===== config.mk =====
export PLATFORM = sky130hd
export DESIGN_NAME = serial_add_ctrl
export DESIGN_NICKNAME = d
export VERILOG_FILES = /design/src/rtl/serial_add_ctrl.sv
export SDC_FILE = /design/constraint.sdc
export NUM_CORES = 1
export LEC_CHECK = 0
export BUFFER_PORTS_ARGS = -buffer_cell sky130_fd_sc_hd__buf_4
export CORE_ASPECT_RATIO = 0.5
export CORE_UTILIZATION = 55
export DETAILED_ROUTE_END_ITERATION = 16
export PLACE_DENSITY_LB_ADDON = 0.25
export RECOVER_POWER = 25
export SLEW_MARGIN = 20
export SYNTH_ARGS = -nofsm -noshare
export SYNTH_HDL_FRONTEND = slang
export SYNTH_SLANG_ARGS = --single-unit
export TNS_END_PERCENT = 1

===== constraint.sdc =====
create_clock -name clk -period 3.1 [get_ports clk]
set_input_delay 0.93 -clock clk [delete_from_list [all_inputs] [get_ports clk]]
set_output_delay 0.93 -clock clk [all_outputs]
set_load 0.01 [all_outputs]

===== src/rtl/serial_add_ctrl.sv =====
// Bit-serial adder controller: one full-adder cell is reused for WIDTH cycles,
// LSB first, behind a start/in_ready handshake. The result is registered and
// announced by a one-cycle done pulse.
module serial_add_ctrl #(
  parameter int unsigned WIDTH = 8
) (
  input  logic             clk,
  input  logic             rst,
  input  logic             start,
  input  logic [WIDTH-1:0] a,
  input  logic [WIDTH-1:0] b,
  input  logic             cin,
  output logic             in_ready,
  output logic             busy,
  output logic             done,
  output logic [WIDTH-1:0] sum,
  output logic             cout
);

  localparam int unsigned CNT_W = $clog2(WIDTH);

  typedef enum logic [1:0] {StIdle, StRun, StDone} state_e;

  state_e           state_q, state_d;
  logic [WIDTH-1:0] sa_q, sa_d;
  logic [WIDTH-1:0] sb_q, sb_d;
  // Partial result; the bit that would sit at position 0 is never needed,
  // since the final update shifts in the last bit and drops nothing useful.
  logic [WIDTH-2:0] acc_q, acc_d;
  logic             carry_q, carry_d;
  logic [CNT_W-1:0] cnt_q, cnt_d;
  logic [WIDTH-1:0] sum_q, sum_d;
  logic             cout_q, cout_d;

  logic             fa_sum, fa_cout;
  logic [WIDTH-1:0] acc_full;
  logic             last_bit;

  full_adder u_fa (
    .a   (sa_q[0]),
    .b   (sb_q[0]),
    .cin (carry_q),
    .sum (fa_sum),
    .cout(fa_cout)
  );

  assign acc_full = {fa_sum, acc_q};
  assign last_bit = (cnt_q == CNT_W'(WIDTH - 1));

  // Next-state and datapath update; everything holds unless the state acts.
  always_comb begin
    state_d = state_q;
    sa_d    = sa_q;
    sb_d    = sb_q;
    acc_d   = acc_q;
    carry_d = carry_q;
    cnt_d   = cnt_q;
    sum_d   = sum_q;
    cout_d  = cout_q;
    unique case (state_q)
      StIdle: begin
        if (start) begin
          sa_d    = a;
          sb_d    = b;
          carry_d = cin;
          cnt_d   = '0;
          acc_d   = '0;
          state_d = StRun;
        end
      end
      StRun: begin
        sa_d    = sa_q >> 1;
        sb_d    = sb_q >> 1;
        acc_d   = acc_full[WIDTH-1:1];
        carry_d = fa_cout;
        // Clear rather than step past WIDTH-1 on the final bit.
        cnt_d   = last_bit ? '0 : cnt_q + CNT_W'(1);
        if (last_bit) begin
          sum_d   = acc_full;
          cout_d  = fa_cout;
          state_d = StDone;
        end
      end
      StDone: begin
        state_d = StIdle;
      end
      default: begin
        state_d = StIdle;
      end
    endcase
  end

  // State register with synchronous reset.
  always_ff @(posedge clk) begin
    if (rst) begin
      state_q <= StIdle;
    end else begin
      state_q <= state_d;
    end
  end

  // Datapath registers; reset clears everything including the visible result.
  always_ff @(posedge clk) begin
    if (rst) begin
      sa_q    <= '0;
      sb_q    <= '0;
      acc_q   <= '0;
      carry_q <= 1'b0;
      cnt_q   <= '0;
      sum_q   <= '0;
      cout_q  <= 1'b0;
    end else begin
      sa_q    <= sa_d;
      sb_q    <= sb_d;
      acc_q   <= acc_d;
      carry_q <= carry_d;
      cnt_q   <= cnt_d;
      sum_q   <= sum_d;
      cout_q  <= cout_d;
    end
  end

  assign in_ready = (state_q == StIdle);
  assign busy     = (state_q != StIdle);
  assign done     = (state_q == StDone);
  assign sum      = sum_q;
  assign cout     = cout_q;

endmodule

// One-bit full adder cell shared by the serial datapath.
module full_adder (
  input  logic a,
  input  logic b,
  input  logic cin,
  output logic sum,
  output logic cout
);

  assign sum  = a ^ b ^ cin;
  assign cout = (a & b) | (a & cin) | (b & cin);

endmodule


### Word level (Yosys, flattened, before mapping)

Cells that the tools add are included.

* $add $sub $neg: 1
* equality and inequality tests: 5
* muxes and demuxes: 14
* bitwise gates (word level): 7
* reductions and logical operators: 6

Operator list (number)
* $pmux 8 s2: 2
* $mux 8: 2
* $pmux 7 s2: 1
* $mux 7: 1
* $mux 3: 2
* $pmux 3 s2: 1
* $reduce_and 2->1: 3
* $mux 2: 2
* $ne 2x2->1 const B: 2
* $pmux 2 s2: 1
* $reduce_bool 2->1: 2
* $add 3x1->3 const B: 1
* $and 1x1->1: 3
* $eq 3x3->1 const B: 1
* $eq 2x1->1 const B: 1
* $eq 2x2->1 const B: 1
* $logic_not 2->1: 1
* $or 1x1->1: 2
* $pmux 1 s2: 1
* $xor 1x1->1: 2
* $mux 1: 1

* register bits after elaboration: 38
* output and inout port bits: 12

### Longest topological paths before layout

* depth after elaboration: 4
* depth in mapped cells: 6
* gate-level depth less buffers: 5

### Cells and area by module

From an unflattened synthesis, not the netlist that was laid out.

* cell total of the unflattened synthesis: 170
* area, all modules: 1706.6 um2

By module, submodules not included
* serial_add_ctrl: times used 1, cells each 169, area an instance 1686.6 um2, seq. area each 760.7 um2
* full_adder: times used 1, cells each 1, area an instance 20.0 um2, seq. area each 0.0 um2

### Worst setup path after synthesis

No wires, ideal clock.

* path type: input port to flip-flop
* from: input port start
* to: register carry_q
* setup time: 0.119 ns
* arrival: 1.519 ns
* data required time: 2.981 ns
* slack: 1.462 ns
* stages on the path: 4
* path buffers: 1
* path through: nor2_1 > nor2_2 > buf_2 > o221a_1

* longest elaborated chain between the ends: 2

Ends and longest elaborated chain
* start: declaration: RTL line 9 `input logic start,`
* $ne 2x2->1 (no line)
* $reduce_and 2->1 (no line)
* end signal: assignment: RTL line 116 `carry_q <= carry_d;`
* end: declaration: RTL line 30 `logic carry_q, carry_d;`

No other way between the ends.
A chain may end at the register's enable or synchronous reset.

==> results.cfg <==
[clock_tree]
cts_resized = 0
cts_root_buf = clkbuf_8
postCtsSetupRepairBufs = 0
cts_tree = yes
ctsHoldBuffers = 0
htreeDepth = 2
clock_latency_ps = 280
cts_inserted_buffers = 5
clock-sinks = 38
cts.path.max_buffers = 2
clkSlewWorstSetupHoldPaths_ps = 70

[power]
p_leak_nw = 0.710
power_w = 0.00106
power_density_mw_per_mm2 = 570
ir_drop_mv = 0.226

[setup_path]
path_class = in2reg
rr_startpoint = state_q[0]
crit_start = rst
required_ps = 3280
end_kind = flop
r2r-end = sa_q[6]
r2r_cells = 4
crit_arrival_ps = 2560
reg2reg_slack_ps = 1220
cp_max_fo = 38
start_kind = primary input

[layout]
multi_input_area_um2 = 677
n_antenna_cell = 0
syn_to_final_growth_pct = 16.9
nets = 214
mostFrequentLayoutCells = dfxtp_1 (38), buf_4 (22), inv_1 (17)
layout_commonest_cell = dfxtp_1
drive_above_1_share = 0.257
ff_latch_area_um2 = 761
num-fill-cells = 205

[routing]
antenna_left = 0
wl_um = 3010
num_vias = 1260
viasPerCell = 5.53
drc = 0
first_iter_violations = 67
first_pass_iters = 4
wl_per_cell_um = 13.2

[sta]
tns_ps = 0
post-route-worst-setup-slack_ps = 724
clock_skew_ps = 6.93
max_freq_ghz = 0.421
worstMarginPinSlew_ps = 1870
period_needed_ps = 2380
hold_viol = 0
rsz0062_at_grt = no
slew_violations = 39
setup_viol = 0
relSlewSlack = -0.247
post-route-period-util = 0.766
whs_ps = 460

[global_routing]
antenna_found_initial = 0
grt_pass1_vias = 1043
grt_max_degree = 39
grt_pass1_wl_um = 4730
grt_overflow_total = 0
grt_usage = 0.205

[hold_path]
worstHoldPathType = reg2reg
hp-start = sum[2]
holdPathStages = 2
hold_path_end = sum[2]

[die]
fp.dieArea_mm2 = 0.00313
fp.dieW_um = 78.1
design.core.area_mm2 = 0.00267
die_h_um = 40.1
initial_utilization = 0.598
rows = 13
pin_count = 32

[yosys]
ys_ff_latch = 38
yosysWarnings = 0
synth.area.top_cells = dfxtp_1 (48%), o221a_1 (7.1%), a21oi_2 (6.0%)
syn-cell-area_mm2 = 0.00159
synth_top_area_share = 0.477
ys_types = 28
syn-num-nets = 188
synth_area_leader_cell = dfxtp_1
yosysSeqAreaShare = 0.477
synthCells = 165
avgSynthCellArea_um2 = 9.66

[placement]
gp_congestion = 0.724
post-place-ws_ps = 1090
hpwl_um = 1850
numPortBuffers = 31

[status]
status = complete, but fails checks
failed_checks = capacitance limit, slew limit

[flow_run]
maxCapViolCount = 1
-- critical path: stages --
cell	delay, ps
clkbuf_1	1320
a21oi_1	80
o221a_2	210
-- how the worst max path moves through the flow --
stage               endpoint
floorplan               done
global placement    cnt_q[0]
detailed placement  cnt_q[0]
CTS                     done
global route         sa_q[5]
finish               sa_q[6]
-- area by class of cell --
type	instances	share of cell area
Sequential cell	38	0.408
Multi-Input combinational cell	97	0.363
Timing Repair Buffer	32	0.109
Clock buffer	6	0.0443
Inverter	17	0.0343
Tap cell	37	0.0248
Clock inverter	1	0.0161
-- cell usage after synthesis --
cell type,n
fa_1,1
a22oi_1,10
o21bai_1,1
nand3_1,9
nand2_2,1
dfxtp_1,38
o221a_2,5
buf_2,5
a32oi_1,2
o221a_1,10
buf_8,1
nor2_1,14
a21oi_2,11
nor2b_2,1
a21oi_1,14
nand2_1,10
nor2_4,1
inv_1,17
buf_6,3
nor2b_1,1
nand3b_1,1
mux2i_1,1
buf_1,1
clkbuf_1,2
ha_1,2
nor2_2,1
buf_4,1
nor3_1,1
-- power breakdown --
| part | switching, W | internal [W] |
|---|---|---|
| sequential | 0.0000153 | 0.000511 |
| combinational | 0.0000585 | 0.0000536 |
| clock | 0.000166 | 0.000257 |
-- sequential cells by signal, summed over array words and instances, names as in the netlist --
signal	cells
state_q	2
sa_q	8
sb_q	8
acc_q	7
sum	8
carry_q	1
cnt_q	3
cout	1
-- cell families (layout without fill, tap and decap cells) --
logic type / count (synthesis) / count (layout) / share of synthesized area
DFF: 38 / 38 / 0.477
AOI/OAI and AO/OA: 53 / 53 / 0.273
and+or+nand+nor: 40 / 40 / 0.117
muxes: 1 / 1 / 0.00628
adders and majority gates: 3 / 3 / 0.0283
buffers and inverters: 30 / 56 / 0.0981
-- through the flow --
stage	utilization	instance area [µm²]	std cells
after global routing	0.698	1860	228
after global placement	0.670	1790	221
after floorplan	-	1590	165
after CTS	0.712	1900	228
final	0.698	1860	228
after detailed placement	0.670	1790	221
-- routing by layer --
| metal | wire, µm | vias up | track usage |
|---|---|---|---|
| met4 | 13 | 0 | 0.0463 |
| met1 | 1440 | 594 | 0.250 |
| met3 | 187 | 3 | 0.0682 |
| met2 | 1370 | 31 | 0.371 |
| met5 | 0 | - | 0 |
| li1 | - | 632 | - |
Power figures use the tool's default switching activity.
